`config.mk`:
```
export PLATFORM = sky130hd
export DESIGN_NAME = sram_req_ctrl
export DESIGN_NICKNAME = d
export VERILOG_FILES = /design/src/rtl/sram_req_ctrl.sv
export SDC_FILE = /design/constraint.sdc
export NUM_CORES = 1
export LEC_CHECK = 0
export BUFFER_PORTS_ARGS = -buffer_cell sky130_fd_sc_hd__buf_2
export CORE_ASPECT_RATIO = 2
export CORE_MARGIN = 10
export CORE_UTILIZATION = 54
export DETAILED_ROUTE_END_ITERATION = 7
export PLACE_DENSITY = 0.91
export SKIP_CTS_REPAIR_TIMING = 1
export SLEW_MARGIN = 15
export SYNTH_ARGS = -nofsm -noshare
export SYNTH_HDL_FRONTEND = slang
export SYNTH_SLANG_ARGS = --single-unit
```
`constraint.sdc`:
```
create_clock -name clk_i -period 6.4 [get_ports clk_i]
set_clock_uncertainty 0.15 [all_clocks]
set_input_delay 1.28 -clock clk_i [delete_from_list [all_inputs] [get_ports clk_i]]
set_output_delay 1.28 -clock clk_i [all_outputs]
set_load 0.03 [all_outputs]
```
`src/rtl/sram_req_ctrl.sv`:
```
// -----------------------------------------------------------------------------
// sram_req_ctrl
//
// Initiator-side controller for a single-port generic SRAM macro with a fixed
// read latency. Turns a valid/ready request stream into SRAM port cycles and
// returns read data through a response FIFO with valid/ready back-pressure.
//
// Reads are issued only against free response credits. A credit is a FIFO
// slot that is neither occupied nor reserved by a read still travelling
// through the macro's latency pipeline. Every read in flight is therefore
// guaranteed a slot when its data emerges, so no read datum is ever dropped.
// Writes need no response slot and are always accepted.
//
// Addresses at or above NumWords are never forwarded to the macro. An
// out-of-range write is swallowed. An out-of-range read still takes a credit
// and a pipeline slot, so it stays in order with its neighbours, and it comes
// back as data 0 with rsp_err_o set.
//
// Ports
//   clk_i, rst_ni     clock, asynchronous active-low reset
//   req_*             request stream (valid/ready, we, addr, wdata, be)
//   rsp_*             read response stream (valid/ready, rdata, err)
//   sram_*            SRAM macro port; sram_rdata_i valid Latency cycles
//                     after a read request (same cycle when Latency = 0)
//   busy_o            reads in the pipeline or responses still buffered
// -----------------------------------------------------------------------------
module sram_req_ctrl #(
  parameter int unsigned NumWords  = 256,
  parameter int unsigned DataWidth = 32,
  parameter int unsigned ByteWidth = 8,
  parameter int unsigned Latency   = 1,
  parameter int unsigned RspDepth  = 3,
  parameter int unsigned AddrWidth = (NumWords > 1) ? $clog2(NumWords) : 1,
  parameter int unsigned BeWidth   = (DataWidth + ByteWidth - 1) / ByteWidth
) (
  input  logic                 clk_i,
  input  logic                 rst_ni,

  input  logic                 req_valid_i,
  output logic                 req_ready_o,
  input  logic                 req_we_i,
  input  logic [AddrWidth-1:0] req_addr_i,
  input  logic [DataWidth-1:0] req_wdata_i,
  input  logic [BeWidth-1:0]   req_be_i,

  output logic                 rsp_valid_o,
  input  logic                 rsp_ready_i,
  output logic [DataWidth-1:0] rsp_rdata_o,
  output logic                 rsp_err_o,

  output logic                 sram_req_o,
  output logic                 sram_we_o,
  output logic [AddrWidth-1:0] sram_addr_o,
  output logic [DataWidth-1:0] sram_wdata_o,
  output logic [BeWidth-1:0]   sram_be_o,
  input  logic [DataWidth-1:0] sram_rdata_i,

  output logic                 busy_o
);

  // FIFO pointer width, occupancy width, and a width wide enough to hold
  // occupancy plus every pipeline stage without overflowing.
  localparam int unsigned PtrW  = (RspDepth > 1) ? $clog2(RspDepth) : 1;
  localparam int unsigned CntW  = $clog2(RspDepth + 1);
  localparam int unsigned SumW  = $clog2(RspDepth + Latency + 1) + 1;
  localparam int unsigned PipeW = (Latency > 0) ? Latency : 1;

  // ---------------------------------------------------------------------------
  // Request side
  // ---------------------------------------------------------------------------
  logic                 w_oor;
  logic                 w_acc;
  logic                 w_rd_acc;
  logic                 w_credit_ok;
  logic [PipeW-1:0]     w_pipe_vld;
  logic [SumW-1:0]      w_in_use;

  // FIFO state
  logic [DataWidth-1:0] r_mem_data [RspDepth];
  logic [RspDepth-1:0]  r_mem_err;
  logic [PtrW-1:0]      r_wptr;
  logic [PtrW-1:0]      r_rptr;
  logic [CntW-1:0]      r_count;

  // FIFO push/pop strobes
  logic                 w_push;
  logic                 w_push_err;
  logic [DataWidth-1:0] w_push_data;
  logic                 w_pop;

  // Address compare is done at 32 bits so it stays correct when NumWords is
  // not a power of two (the address bus can then encode illegal words).
  assign w_oor = 32'(req_addr_i) >= NumWords;

  // Slots in use = buffered responses + reads still inside the macro. Both
  // terms come from registers, so a pop only frees its credit next cycle.
  // NOTE: every signal assigned in an always_comb gets a value before any
  // conditional or loop touches it; otherwise synthesis infers a latch.
  always_comb begin
    w_in_use = SumW'(r_count);
    for (int i = 0; i < PipeW; i++) begin
      w_in_use = w_in_use + SumW'(w_pipe_vld[i]);
    end
  end

  assign w_credit_ok = w_in_use < SumW'(RspDepth);

  // Ready is gated by reset so nothing is accepted while the state is cleared.
  assign req_ready_o = rst_ni && (req_we_i || w_credit_ok);
  assign w_acc       = req_valid_i && req_ready_o;
  assign w_rd_acc    = w_acc && !req_we_i;

  // SRAM port is driven in the accept cycle; out-of-range never reaches it.
  assign sram_req_o   = w_acc && !w_oor;
  assign sram_we_o    = sram_req_o && req_we_i;
  assign sram_addr_o  = req_addr_i;
  assign sram_wdata_o = req_wdata_i;
  assign sram_be_o    = req_be_i;

  // ---------------------------------------------------------------------------
  // Read latency pipeline: one {valid, err} pair per cycle of macro latency.
  // The last stage lines up with sram_rdata_i and feeds the FIFO push.
  // ---------------------------------------------------------------------------
  generate
    if (Latency == 0) begin : g_no_pipe
      // Data is already on sram_rdata_i in the accept cycle.
      assign w_pipe_vld = '0;
      assign w_push     = w_rd_acc;
      assign w_push_err = w_oor;
    end else begin : g_pipe
      logic [Latency-1:0] r_pipe_vld;
      logic [Latency-1:0] r_pipe_err;

      // NOTE: sequential state uses non-blocking assignments so every stage
      // samples the previous stage's value from before this clock edge.
      always_ff @(posedge clk_i or negedge rst_ni) begin
        if (!rst_ni) begin
          r_pipe_vld <= '0;
          r_pipe_err <= '0;
        end else begin
          r_pipe_vld[0] <= w_rd_acc;
          r_pipe_err[0] <= w_oor;
          for (int i = 1; i < Latency; i++) begin
            r_pipe_vld[i] <= r_pipe_vld[i-1];
            r_pipe_err[i] <= r_pipe_err[i-1];
          end
        end
      end

      assign w_pipe_vld = r_pipe_vld;
      assign w_push     = r_pipe_vld[Latency-1];
      assign w_push_err = r_pipe_err[Latency-1];
    end
  endgenerate

  // Out-of-range reads return zero instead of whatever is on the bus.
  assign w_push_data = w_push_err ? '0 : sram_rdata_i;

  // ---------------------------------------------------------------------------
  // Response FIFO (no bypass: a pushed entry is visible the following cycle)
  // ---------------------------------------------------------------------------
  function automatic logic [PtrW-1:0] ptr_inc(input logic [PtrW-1:0] p);
    return (p == PtrW'(RspDepth - 1)) ? '0 : p + PtrW'(1);
  endfunction

  assign rsp_valid_o = (r_count != '0);
  assign w_pop       = rsp_valid_o && rsp_ready_i;

  // NOTE: the storage array has no reset. An entry is only ever observed
  // after it has been written, and the outputs below are forced to zero
  // whenever the FIFO is empty, so stale or unknown contents never escape.
  always_ff @(posedge clk_i) begin
    if (w_push) begin
      r_mem_data[r_wptr] <= w_push_data;
      r_mem_err[r_wptr]  <= w_push_err;
    end
  end

  always_ff @(posedge clk_i or negedge rst_ni) begin
    if (!rst_ni) begin
      r_wptr  <= '0;
      r_rptr  <= '0;
      r_count <= '0;
    end else begin
      if (w_push) begin
        r_wptr <= ptr_inc(r_wptr);
      end
      if (w_pop) begin
        r_rptr <= ptr_inc(r_rptr);
      end
      // Simultaneous push and pop leave the occupancy unchanged.
      case ({w_push, w_pop})
        2'b10:   r_count <= r_count + CntW'(1);
        2'b01:   r_count <= r_count - CntW'(1);
        default: r_count <= r_count;
      endcase
    end
  end

  // The head entry cannot be overwritten while it is displayed because a push
  // into a full FIFO is impossible, so data holds under back-pressure.
  assign rsp_rdata_o = rsp_valid_o ? r_mem_data[r_rptr] : '0;
  assign rsp_err_o   = rsp_valid_o ? r_mem_err[r_rptr]  : 1'b0;

  assign busy_o = (|w_pipe_vld) || rsp_valid_o;

  // Credit accounting guarantees a free slot for every emerging read.
  a_no_push_when_full : assert property (
    @(posedge clk_i) disable iff (!rst_ni)
    !(w_push && (r_count == CntW'(RspDepth)))
  );

endmodule

```
# Word-level counts from Yosys, hierarchy flattened
# Memories as Yosys holds them, arrays and structs flattened.
# Index checks and enable logic that the tools add are counted.
word_totals:
  mem_bits_rw: 96
  latchBits: 0
  in_bits: 81
  memories: 1
  rom_bits: 0
  register_bits: 10
  output_inout_bits: 82
op_classes:
  magnitude_cmp: 4
  shift: 0
  bitwise: 2
  n_mul: 0
  n_eq_ne: 4
  div_mod_pow: 0
  reduce_logical: 11
  mux: 11
  n_addsub: 5
mem_list:
  columns: ["memory", "words", "width", "rd", "rd_ports_with_merged_regs", "write_ports", "line", "rtl"]
  rows:
  - ["r_mem_data", 3, 32, 1, 0, 1, "79", "logic [DataWidth-1:0] r_mem_data [RspDepth];"]
op_table:
  columns: ["operator", "count"]
  rows:
  - ["two-way mux 32 bit", 1]
  - ["adder 2 x 1 -> 2 bit (second input constant)", 3]
  - ["== test 2 bit (second input constant)", 3]
  - ["logical AND 1 bit", 6]
  - ["< comparator 2 x 3 -> 1 bit (second input constant)", 2]
  - ["two-way mux 1 bit", 5]
  - ["two-way mux 2 bit", 2]
  - ["one-hot mux 2 bit (2 select lines)", 1]
  - ["nonzero test 2 bit", 2]
  - ["adder 2 x 1 -> 3 bit", 1]
  - ["AND 3 bit", 1]
  - ["< comparator 3 x 2 -> 1 bit (second input constant)", 1]
  - ["inverter 3 bit", 1]
  - ["binary-select mux 1 bit (select 2 bit)", 1]
  - ["demux 1 bit (select 2 bit)", 1]
  - ["== test 2 x 1 -> 1 bit (second input constant)", 1]
  - [">= comparator 2 x 1 -> 1 bit (second input constant)", 1]
  - ["logical OR 1 bit", 2]
  - ["subtractor 2 x 1 -> 2 bit (second input constant)", 1]
  - ["logical NOT 1 bit", 1]

# Longest topological paths before layout
logic_depth:
  word_depth: 6
  mapped_depth: 6

# Least setup slack after synthesis
# OpenSTA, ideal clock, no wires.
synth_timing:
  path_kind: "register to register"
  from: "register g_pipe.r_pipe_vld"
  to: "memory r_mem_data[0][0], enable pin"
  synth_period_minus_slack_ns: 3.400
  t_required_ns: 5.787
  path_stages_with_launch: 3
  arrival_ns: 2.787
  setup_slack_ns: 3.000
  path_buffers: 0
  cell_sequence: "dfrtp_1 > inv_1 > nor3_1"
synth_via:
  elab_chain_cells: 2
synth_lines:
  columns: ["element", "line", "rtl"]
  rows:
  - ["from (decl)", "131", "logic [Latency-1:0] r_pipe_vld;"]
  - ["from (signal, indexed assignment)", "144", "r_pipe_vld[i] <= r_pipe_vld[i-1];"]
  - ["two-way mux 1 bit", "173", "if (w_push) begin"]
  - ["two-way mux 1 bit (not written as such)", "174", "r_mem_data[r_wptr] <= w_push_data;"]
  - ["to (decl)", "79", null]
# No other way between the ends.

# Final worst setup path
layout_timing:
  from: "register r_rptr[0]"
  to: "output port rsp_rdata_o[0]"
layout_via:
  elab_chain_cells: 2
layout_lines:
  columns: ["element", "line", "rtl"]
  rows:
  - ["from (decl)", "82", "logic [PtrW-1:0] r_rptr;"]
  - ["from (signal assigned)", "189", "r_rptr <= ptr_inc(r_rptr);"]
  - ["memory read (3 x 32 bit)", null, null]
  - ["two-way mux 32 bit", "202", "assign rsp_rdata_o = rsp_valid_o ? r_mem_data[r_rptr] : '0;"]
  - ["to (decl)", "48", "output logic [DataWidth-1:0] rsp_rdata_o,"]
# No other way between the ends.

==> flow_summary.json <==
{
  "fmax_mhz": 268.0,
  "ff2ff_path_depth": 6,
  "syn_nets": 378,
  "fp.dieW_um": 86.10,
  "place_area_mm2": 0.004813,
  "synthTopCellsByArea": "edfxtp_1 63%, mux2_4 8.0%, buf_4 7.5%, mux2i_1 7.0%, dfrtp_1 3.7%",
  "hpwl_mm": 6.084,
  "areaGrowthSynthToFinish_pct": 8.459,
  "start_kind": "register",
  "slew_headroom": 0.2675,
  "vias_per_cell": 5.394,
  "crit_type": "register to output pin",
  "drive_gt1_frac": 0.3897,
  "synthCells": 294,
  "stdcell_area_mm2": 0.005117,
  "port_buffers": 74,
  "ios": 163,
  "antenna_found_initial": 3,
  "final.setup.tns_ns": 0,
  "synth_top_cell_by_area": "edfxtp_1",
  "gp_congestion": 0.7047,
  "num_vias": 2330,
  "p_leak_nw": 1.989,
  "peakVddDrop_v": 0.0001973,
  "maxCapViolations": 0,
  "arrival_ns": 2.30,
  "final_common_cell": "edfxtp_1",
  "grt_max_degree": 38,
  "core_mm2": 0.008588,
  "grtUsageTotal": 0.1411,
  "die_height_um": 152.2,
  "drt_iter0_markers": 139,
  "final_cell_mix": "99 x edfxtp_1, 74 x buf_2, 36 x nor2_1",
  "grt-ovfl-total": 0,
  "p_per_area_mw_per_mm2": 465.3,
  "synth.avg_cell_area_um2": 16.05,
  "htree_levels": 3,
  "syn-cell-area_mm2": 0.004718,
  "yosys.area.top_type_share": 0.6301,
  "die-area_mm2": 0.01310,
  "ant_nets": 0,
  "cts-root-buf": "clkbuf_16",
  "cts_made_buffers": 9,
  "first_pass_iters": 4,
  "hold_viol": 0,
  "tightest_slew_ns": 1.099,
  "seq_area_frac_synth": 0.6672,
  "final_max_slew_viol_count": 0,
  "fin_crit_sh": 0.5829,
  "wl_mm": 9.102,
  "ys_ff_latch": 106,
  "finalSetupViolations": 0,
  "drc": 0,
  "fin_nets": 410,
  "period_minus_slack_ns": 3.731,
  "hp-class": "register to register",
  "grt_pass1_wl_mm": 14.09,
  "yosys_warnings": 0,
  "cts_tree": "built",
  "endpoint_kind": "output pin",
  "clk_pin_slew_worst_paths_ns": 0.07,
  "whs_path_depth": 1,
  "status": "completed",
  "initial_utilization": 0.5494,
  "clock_latency_ns": 0.34,
  "grt_setup_unrepaired": "false",
  "cts_sinks": 106,
  "grt_pass1_vias": 2567,
  "wl_per_cell_um": 21.07,
  "rows": 48,
  "path_max_fanout": 37,
  "ys_types": 27,
  "cp_data_required_time_ns": 4.97,
  "clk_path_buf_depth": 2
}
-- flip-flops by register name (all words and copies together) (netlist names) --
register / flops
g_pipe.r_pipe_vld: 1
r_count: 2
r_mem_data: 96
r_mem_err: 3
r_rptr: 2
r_wptr: 2
-- per-layer routing --
metal	GRT usage	vias to the layer above	wire [µm]
met5	0	-	25
met4	0.1420	4	815
met3	0.04764	73	698
met2	0.2275	70	4666
met1	0.1293	1098	2896
li1	-	1085	-
-- cell type report --
class | instances | area (µm²)
Sequential cell | 106 | 3151
Fill cell | 663 | 3471
Timing Repair Buffer | 76 | 385.4
Clock buffer | 9 | 225.2
Antenna cell | 1 | 2.502
Tap cell | 100 | 125.1
Multi-Input combinational cell | 129 | 1137
Inverter | 4 | 15.01
Clock inverter | 7 | 76.32
-- cells by family (layout without fill, tap and decap cells) --
kind of cell	after synthesis	after routing	share of synthesized area
other cells	0	1	0
xor+xnor	3	3	0.005570
mux	65	65	0.1663
flops	106	106	0.6672
compound gates	10	10	0.01485
simple gates	48	48	0.04296
fa+ha+maj	3	3	0.007956
buf+inv	59	96	0.09520
-- power by group --
| group | switching, mW | leakage, nW | internal, mW |
|---|---|---|---|
| clock | 0.236 | 0.144 | 0.306 |
| combinational | 0.525 | 0.864 | 0.350 |
| sequential | 0.147 | 0.980 | 0.817 |
-- final timing paths --
kind	startpoint	end	slack, ns
worst max-delay path	r_rptr[0]	rsp_rdata_o[0]	2.67
worst min-delay path	r_wptr[1]	r_wptr[1]	0.42
worst max register to register	r_count[0]	r_count[1]	4.48
worst min register to register	r_wptr[1]	r_wptr[1]	0.42
max in group asynchronous	rst_ni	r_rptr[0]	5.29
min in group asynchronous	rst_ni	r_wptr[1]	0.62
-- worst max-delay path, cell delays in order, from the launching register on --
cell     delay [ns]
dfrtp_2        1.10
mux2_2         0.42
mux2i_1        0.17
nor2_1         0.06
buf_2          0.21
-- stage by stage --
stage / total power, mW / cells / util / hold WS, ns / setup WS, ns
6_report: 2.381 / 432 / 0.5959 / 0.4208 / 2.669
5_1_grt: 2.502 / 432 / 0.5959 / 0.4434 / 2.545
4_1_cts: 2.413 / 431 / 0.5956 / 0.4252 / 2.621
3_5_place_dp: 1.869 / 415 / 0.5605 / 0.4046 / 3.016
3_3_place_gp: 1.845 / 415 / 0.5605 / 0.3945 / 3.054
2_1_floorplan: 1.691 / 294 / - / 0.3461 / 3.000
-- cells in the mapped netlist (all sizes together) --
| cell | number |
|---|---|
| nor3 | 4 |
| o21a | 3 |
| dfrtp | 7 |
| nor2 | 37 |
| clkbuf | 1 |
| a21o | 4 |
| nor2b | 1 |
| mux2i | 33 |
| nand3b | 1 |
| and3 | 2 |
| nor3b | 1 |
| inv | 4 |
| mux2 | 32 |
| a21oi | 1 |
| xnor2 | 2 |
| xor2 | 1 |
| o21ai | 1 |
| ha | 3 |
| edfxtp | 99 |
| nand2 | 2 |
| a21boi | 1 |
| buf | 54 |
(Power assumes the default switching activity.)
